$ cat src/rtl/image_loader_pkg.sv
// rtl/image_loader_pkg.sv - shared image geometry defaults and loader state encodings
package image_loader_pkg;

   localparam int IMG_ROWS = 200;
   localparam int IMG_COLS = 320;
   localparam int ADDR_W   = 9;
   localparam int DATA_W   = 8;

   typedef enum logic [1:0] {
      ST_IDLE  = 2'd0,
      ST_LOAD  = 2'd1,
      ST_FLUSH = 2'd2,
      ST_DONE  = 2'd3
   } load_state_t;

   // Total number of pixel writes that make up one frame
   function automatic int pixel_count(input int rows, input int cols);
      return rows * cols;
   endfunction

endpackage

$ cat src/rtl/image_loader_raster_counter.sv
// rtl/image_loader_raster_counter.sv - row/column raster position counter with final-pixel flag
module raster_counter
   import image_loader_pkg::*;
#(
   parameter int ROWS = IMG_ROWS,
   parameter int COLS = IMG_COLS,
   parameter int AW   = ADDR_W
) (
   input  logic          clk,
   input  logic          rst_n,
   input  logic          clear,
   input  logic          advance,
   output logic [AW-1:0] row,
   output logic [AW-1:0] col,
   output logic          last
);

   localparam logic [AW-1:0] LAST_ROW = AW'(ROWS - 1);
   localparam logic [AW-1:0] LAST_COL = AW'(COLS - 1);

   logic row_end;
   logic col_end;

   assign row_end = (row == LAST_ROW);
   assign col_end = (col == LAST_COL);
   assign last    = row_end && col_end;

   // Clear wins over advance; advancing past the final pixel wraps to (0,0)
   always_ff @(posedge clk or negedge rst_n) begin
      if (!rst_n) begin
         row <= '0;
         col <= '0;
      end else if (clear) begin
         row <= '0;
         col <= '0;
      end else if (advance) begin
         if (col_end) begin
            col <= '0;
            row <= row_end ? '0 : row + 1'b1;
         end else begin
            col <= col + 1'b1;
         end
      end
   end

endmodule

$ cat src/rtl/image_loader.sv
// rtl/image_loader.sv - raster pixel stream to input-memory write port
module image_loader #(
   parameter int IMG_ROWS = image_loader_pkg::IMG_ROWS,
   parameter int IMG_COLS = image_loader_pkg::IMG_COLS,
   parameter int ADDR_W   = image_loader_pkg::ADDR_W,
   parameter int DATA_W   = image_loader_pkg::DATA_W
) (
   input  logic              clk,
   input  logic              rst_n,
   input  logic              start,
   input  logic [DATA_W-1:0] in_data,
   input  logic              in_valid,
   output logic              in_ready,
   output logic [DATA_W-1:0] input_data,
   output logic [ADDR_W-1:0] wrow,
   output logic [ADDR_W-1:0] wcol,
   output logic              we,
   output logic              busy,
   output logic              frame_done
);

   import image_loader_pkg::*;

   load_state_t       state;
   logic              accept;
   logic              cnt_clear;
   logic              cnt_last;
   logic [ADDR_W-1:0] cnt_row;
   logic [ADDR_W-1:0] cnt_col;

   // in_ready is only ever high in LOAD, so this is the only acceptance path
   assign accept    = in_valid && in_ready && (state == ST_LOAD);
   assign cnt_clear = start && ((state == ST_IDLE) || (state == ST_DONE));

   raster_counter #(
      .ROWS (IMG_ROWS),
      .COLS (IMG_COLS),
      .AW   (ADDR_W)
   ) u_raster_counter (
      .clk     (clk),
      .rst_n   (rst_n),
      .clear   (cnt_clear),
      .advance (accept),
      .row     (cnt_row),
      .col     (cnt_col),
      .last    (cnt_last)
   );

   // Frame FSM with registered handshake, status and write-port outputs
   always_ff @(posedge clk or negedge rst_n) begin
      if (!rst_n) begin
         state      <= ST_IDLE;
         in_ready   <= 1'b0;
         busy       <= 1'b0;
         frame_done <= 1'b0;
         we         <= 1'b0;
         input_data <= '0;
         wrow       <= '0;
         wcol       <= '0;
      end else begin
         we <= 1'b0;
         if (accept) begin
            we         <= 1'b1;
            input_data <= in_data;
            wrow       <= cnt_row;
            wcol       <= cnt_col;
         end
         case (state)
            ST_IDLE: begin
               if (start) begin
                  state    <= ST_LOAD;
                  in_ready <= 1'b1;
                  busy     <= 1'b1;
               end
            end
            ST_LOAD: begin
               // Drop in_ready together with the transition so the final pixel is the last beat taken
               if (accept && cnt_last) begin
                  state    <= ST_FLUSH;
                  in_ready <= 1'b0;
               end
            end
            ST_FLUSH: begin
               state      <= ST_DONE;
               busy       <= 1'b0;
               frame_done <= 1'b1;
            end
            ST_DONE: begin
               if (start) begin
                  state      <= ST_LOAD;
                  in_ready   <= 1'b1;
                  busy       <= 1'b1;
                  frame_done <= 1'b0;
               end
            end
            default: begin
               state    <= ST_IDLE;
               in_ready <= 1'b0;
               busy     <= 1'b0;
            end
         endcase
      end
   end

endmodule

$ cat config.mk
export PLATFORM = sky130hd
export DESIGN_NAME = image_loader
export DESIGN_NICKNAME = d
export VERILOG_FILES = /design/src/rtl/image_loader_pkg.sv /design/src/rtl/image_loader_raster_counter.sv /design/src/rtl/image_loader.sv
export SDC_FILE = /design/constraint.sdc
export NUM_CORES = 1
export LEC_CHECK = 0
export BUFFER_PORTS_ARGS = -buffer_cell sky130_fd_sc_hd__buf_4
export CAP_MARGIN = 20
export CORE_MARGIN = 5
export CORE_UTILIZATION = 34
export DETAILED_ROUTE_END_ITERATION = 10
export PLACE_DENSITY = 0.52
export SLEW_MARGIN = 20
export SYNTH_ARGS = -nofsm -noshare
export SYNTH_HDL_FRONTEND = slang
export SYNTH_SLANG_ARGS = --single-unit
$ cat constraint.sdc
create_clock -name clk -period 1.9 [get_ports clk]
set_input_delay 0.095 -clock clk [delete_from_list [all_inputs] [get_ports clk]]
set_output_delay 0.095 -clock clk [all_outputs]
set_load 0.01 [all_outputs]
# Word level (Yosys, flattened, before mapping)
# Index checks and enable logic that the tools add are counted.
# word_totals
ff_bits,50
in_bits,12
out_inout_bits,30
# op_classes
addsub,2
eq_ne,8
muxes,17
reduce_logical,18
# ops
cell,n
two-way mux 9 bit,7
"adder 9 x 1 -> 9 bit, second input constant",2
nonzero test 2 bit,5
"equality test 9 x 8 -> 1 bit, second input constant",1
"equality test 9 bit, second input constant",1
AND reduction 2 bit,4
case mux 1 bit (2 select lines),3
case mux 2 bit (3 select lines),1
logical AND 1 bit,5
"equality test 2 bit, second input constant",2
two-way mux 1 bit,4
two-way mux 2 bit,2
"!= test 2 x 1 -> 1 bit, second input constant",2
AND reduction 3 bit,1
"equality test 2 x 1 -> 1 bit, second input constant",1
zero test 2 bit,1
"!= test 2 bit, second input constant",1
OR reduction 2 bit,1
logical OR 1 bit,1

# Depth between registers and ports, before layout
# depth
ltp_word,5
ltp_mapped,9
mapped_depth_nobuf,8

# Cells and area by module
# From an unflattened synthesis, not the netlist that was laid out.
# unflattened
hier_cells,192
hier_area_um2,2332.2
# by_module_without_submodules
module,n_inst,cells_each,area_per_inst_um2,seq_area_each_um2
image_loader,1,85,1348.8,800.8
raster_counter,1,107,983.4,450.4

# Worst setup path after synthesis
# OpenSTA, ideal clock, no wires.
# synth_timing
path_type,register to register
start,register state[1]
end,register in_ready
setup_time_ns,0.126
t_arrival_ns,1.779
setup_slack_ns,-0.005
stages_incl_launch_ff,9
period_less_slack_ns,1.905
path_cell_list,dfrtp_1 > inv_1 > ha_1 > nand3_1 > inv_1 > buf_2 > nand4_1 > o21a_1 > o32a_1
# synth_via
elab_chain_len,5
elab_cells_between_ends,11
classes_between,4 x eq/ne; 1 x mux; 6 x reduce/logical
# synth_lines
element,line,source
start: declaration,image_loader.sv:24,load_state_t state;
start signal: assignment,image_loader.sv:52,state <= ST_IDLE;
start signal: assignment,image_loader.sv:71,state <= ST_LOAD;
start signal: assignment,image_loader.sv:79,state <= ST_FLUSH;
equality test 2 x 1 -> 1 bit,"image_loader.sv:32, image_loader.sv:68",
logical AND 1 bit,image_loader.sv:32,assign accept = in_valid && in_ready && (state == ST_LOAD);
logical AND 1 bit,image_loader.sv:78,if (accept && cnt_last) begin
!= test 2 x 1 -> 1 bit (no line),--,
AND reduction 3 bit (no line),--,
end signal: assignment,image_loader.sv:72,in_ready <= 1'b1;
end signal: assignment,image_loader.sv:80,in_ready <= 1'b0;
end signal: assignment,image_loader.sv:91,in_ready <= 1'b1;
end: declaration,image_loader.sv:13,"output logic in_ready,"
# Several ways; a longest one is shown, not always the timed one.
# A chain may end at the register's enable or synchronous reset.

# Worst setup path after layout
# layout_timing
start,register state[0]
end,register u_raster_counter.row[7]
# layout_via
elab_chain_len,5
elab_cells_between_ends,10
classes_between,2 x eq/ne; 1 x mux; 7 x reduce/logical
# layout_lines
element,line,source
equality test 2 bit / zero test 2 bit (equally long branches),image_loader.sv:33,assign cnt_clear = start && ((state == ST_IDLE) || (state == ST_DONE));
logical OR 1 bit,image_loader.sv:33,
logical AND 1 bit,image_loader.sv:33,
nonzero test 2 bit (no line),--,
AND reduction 2 bit (no line),--,
end signal: assignment,image_loader_raster_counter.sv:39,row <= row_end ? '0 : row + 1'b1;
end: declaration,image_loader_raster_counter.sv:13,"output logic [AW-1:0] row,"
# Several ways; a longest one is shown, not always the timed one.

==> results.py <==
metrics = {
    "run_status": {
        "status": "finished clean",
    },
    "finish": {
        "drive_gt1_share_pct": 26.3,
        "final_core_util_pct": 47.0,
        "nets": 325,
        "area_growth_pct": 34.0,
        "diodes": 0,
        "finalNonFillerCells": 385,
    },
    "floorplanning": {
        "core_area_um2": 6390,
        "die_w_um": 91.2,
        "io_pins": 42,
        "die_y_um": 91.2,
        "die_area_um2": 8310,
        "initial_core_util_pct": 35.1,
        "rows": 29,
    },
    "worst_setup_path": {
        "r2r_cells": 7,
        "crit_chain": "inv_1, ha_1, and2_2, a41o_2, nand4_1, xor2_1, nor2_1",
        "crit_type": "register to register",
        "rrSetupSlack_ns": 0.10,
        "arrival_ns": 2.00,
        "worstReg2RegEnd": "u_raster_counter.row[7]$_DFFE_PN0P_",
        "endpoint_kind": "register",
        "slowest_delay_ns": 0.43,
        "r2r_start": "state[0]$_DFFE_PN0P_",
        "crit_fanout": 6,
        "cp.required_ns": 2.10,
        "cp-start-kind": "register",
        "cp_top_family": "flip-flops",
        "critical_path.slowest_cell": "dfrtp_1",
        "cp.buffers_inverters": 1,
    },
    "grt": {
        "grt.total_usage_pct": 13.1,
        "grt_max_degree": 51,
        "grt_pass1_vias": 1880,
        "grt_overflow": 0,
        "antenna_found_initial": 0,
        "grt_pass1_wl_mm": 9.16,
    },
    "min_path": {
        "min_path_type": "primary input to register",
        "hold_end": "frame_done$_DFFE_PN0P_",
        "holdPathStages": 2,
        "hp-start": "start",
    },
    "drt": {
        "met3_length_um": 249,
        "drt_first_pass_iters": 4,
        "ant_nets": 0,
        "wl_met1_mm": 2.65,
        "drt-total-wl_mm": 5.19,
        "dr.max_layer_used": "met4",
        "first_iter_violations": 88,
        "num_vias": 1839,
        "via_per_inst": 4.78,
        "dr_wl_met2_mm": 2.20,
        "wl_per_cell_um": 13.5,
        "drc_errors": 0,
    },
    "logic_synthesis": {
        "synth-edff-count": 0,
        "ys_seq_area_share_pct": 55.9,
        "synthFlopType": "dfrtp_1",
        "avgSynthCellArea_um2": 9.33,
        "synth_nets": 258,
        "synth_area_leaders": "dfrtp_1 56%, nand2_1 14%, ha_1 3.4%",
        "synth_seq_cells": 50,
        "synth_top_area_share_pct": 55.9,
        "synth_area_um2": 2240,
        "synthArstFlopShare_pct": 100,
        "yosys_warnings": 0,
        "yosysUniqueCellTypes": 39,
        "synthCells": 240,
        "synth_area_leader_cell": "dfrtp_1",
    },
    "placed_design": {
        "finalWeightedCongestion": 0.828,
        "dpl.cell_count": 366,
        "port_buffers": 41,
        "pre_cts_ws_ns": 0.0349,
        "dp_hpwl_mm": 3.57,
    },
    "sta": {
        "hold_slack_ns": 0.0276,
        "tightest_slew_ns": 0.641,
        "skew_ns": 0.00529,
        "setup_viol_count_final": 0,
        "fin_ws_ns": 0.101,
        "maxSlewViolCount": 0,
        "max_freq_ghz": 0.556,
        "fin_crit_ns": 1.80,
        "finalHoldViolCount": 0,
        "tns_ns": 0,
        "min_period_over_period_pct": 94.7,
        "relSlewSlack_pct": 57.3,
    },
    "clocking": {
        "cts_tree": "built",
        "cts_buffers": 5,
        "clock_latency_ns": 0.31,
        "htreeDepth": 2,
        "cts_buffer_depth": 2,
        "clock-sinks": 50,
        "clkTransAtPathRegs_ns": 0.10,
        "root_buffer": "clkbuf_8",
    },
    "flow_run": {
        "cap_viol_max_count": 0,
    },
    "pwr": {
        "p_per_area_nw_per_um2": 1140,
        "peakVddDrop_uv": 578,
        "power_leakage_nw": 1.56,
    },
}
## sequential cells by signal (all words and copies together) (netlist names)
signal and count:
busy 1, frame_done 1, in_ready 1, input_data 8, state 2, u_raster_counter.col 9, u_raster_counter.row 9, wcol 9
we 1, wrow 9
## synth_stat cells, drive strengths merged (6+ instances only)
cell and instances:
o21ai 15, nand3 6, ha 6, nand2 83
inv 9, dfrtp 50, buf 6, nand4 7
a21oi 6, nor2 12, xor2 6
## metal layers
layer	vias to the layer above	track usage [%]
met4	0	4.40
li1	928	-
met3	9	3.72
met2	38	19.1
met1	864	18.7
met5	-	0
## cell type report
| cell class | instances | area (um2) |
|---|---|---|
| Fill cell | 625 | 3390 |
| Clock inverter | 3 | 45.0 |
| Sequential cell | 50 | 1250 |
| Tap cell | 77 | 96.3 |
| Clock buffer | 5 | 68.8 |
| Inverter | 9 | 33.8 |
| Timing Repair Buffer | 69 | 544 |
| Multi-Input combinational cell | 172 | 961 |
## cell usage in the layout (no fill, tap or decap), types with 2 or more instances in the layout
cell type,Yosys,final
o21ai_0,13,13
clkinvlp_4,0,2
a31oi_1,2,2
nor2b_1,3,3
nand2_1,83,81
xor2_1,6,6
inv_1,9,7
a21oi_1,6,6
ha_1,6,6
dlygate4sd3_1,0,9
clkbuf_8,0,5
xnor2_1,3,3
inv_2,0,2
nand3_1,6,6
nand2_2,0,2
dfrtp_1,50,50
nor3b_1,2,2
nand4_1,7,7
buf_4,1,59
nor2_1,12,12
## through the flow
stage	instance area, um2	power, mW
after CTS	2930	3.39
after global placement	2730	2.59
after global routing	3000	3.65
after detailed placement	2730	2.60
final	3000	3.41
after floorplan	2240	2.04
## worst register-to-register path, stage by stage, from the launching register on
cell and delay (ns):
dfrtp_1 0.43, inv_1 0.06, ha_1 0.30, and2_2 0.25
a41o_2 0.30, nand4_1 0.13, xor2_1 0.16, nor2_1 0.05
## worst max-delay path by stage
stage,depth (start not counted),startpoint,endpoint,slack [ns]
6_report,7,state[0]$_DFFE_PN0P_,u_raster_counter.row[7]$_DFFE_PN0P_,0.10
5_1_grt,7,state[0]$_DFFE_PN0P_,u_raster_counter.row[6]$_DFFE_PN0P_,-0.001
4_1_cts,7,state[1]$_DFFE_PN0P_,u_raster_counter.row[5]$_DFFE_PN0P_,0.009
3_5_place_dp,7,state[1]$_DFFE_PN0P_,u_raster_counter.row[5]$_DFFE_PN0P_,0.03
3_3_place_gp,6,state[0]$_DFFE_PN0P_,u_raster_counter.row[5]$_DFFE_PN0P_,0.08
2_1_floorplan,8,state[1]$_DFFE_PN0P_,in_ready$_DFFE_PN0P_,0.006
## logic make-up (layout without fill, tap and decap cells)
kind of cell / after synthesis / after routing / share of synthesized area, %
xor gates and xnor gates: 9 / 9 / 3.52
buffers and inverters: 18 / 86 / 3.35
AOI/OAI and AO/OA: 33 / 33 / 9.55
and+or+nand+nor: 124 / 124 / 24.4
DFF: 50 / 50 / 55.9
adders and majority gates: 6 / 6 / 3.35
## power breakdown
part	switching [mW]	internal [mW]	total (mW)
logic	0.677	0.548	1.22
registers	0.139	1.27	1.41
clock network	0.387	0.392	0.779
## repair_timing
item / in CTS / in global routing
setup endpoints to repair: 0 / 13
buffers inserted: 0 / 2
resized for setup: 0 / 12
hold buffers: 9 / 0
hold endpoints to repair: 58 / 0
Power figures use the tool's default switching activity.
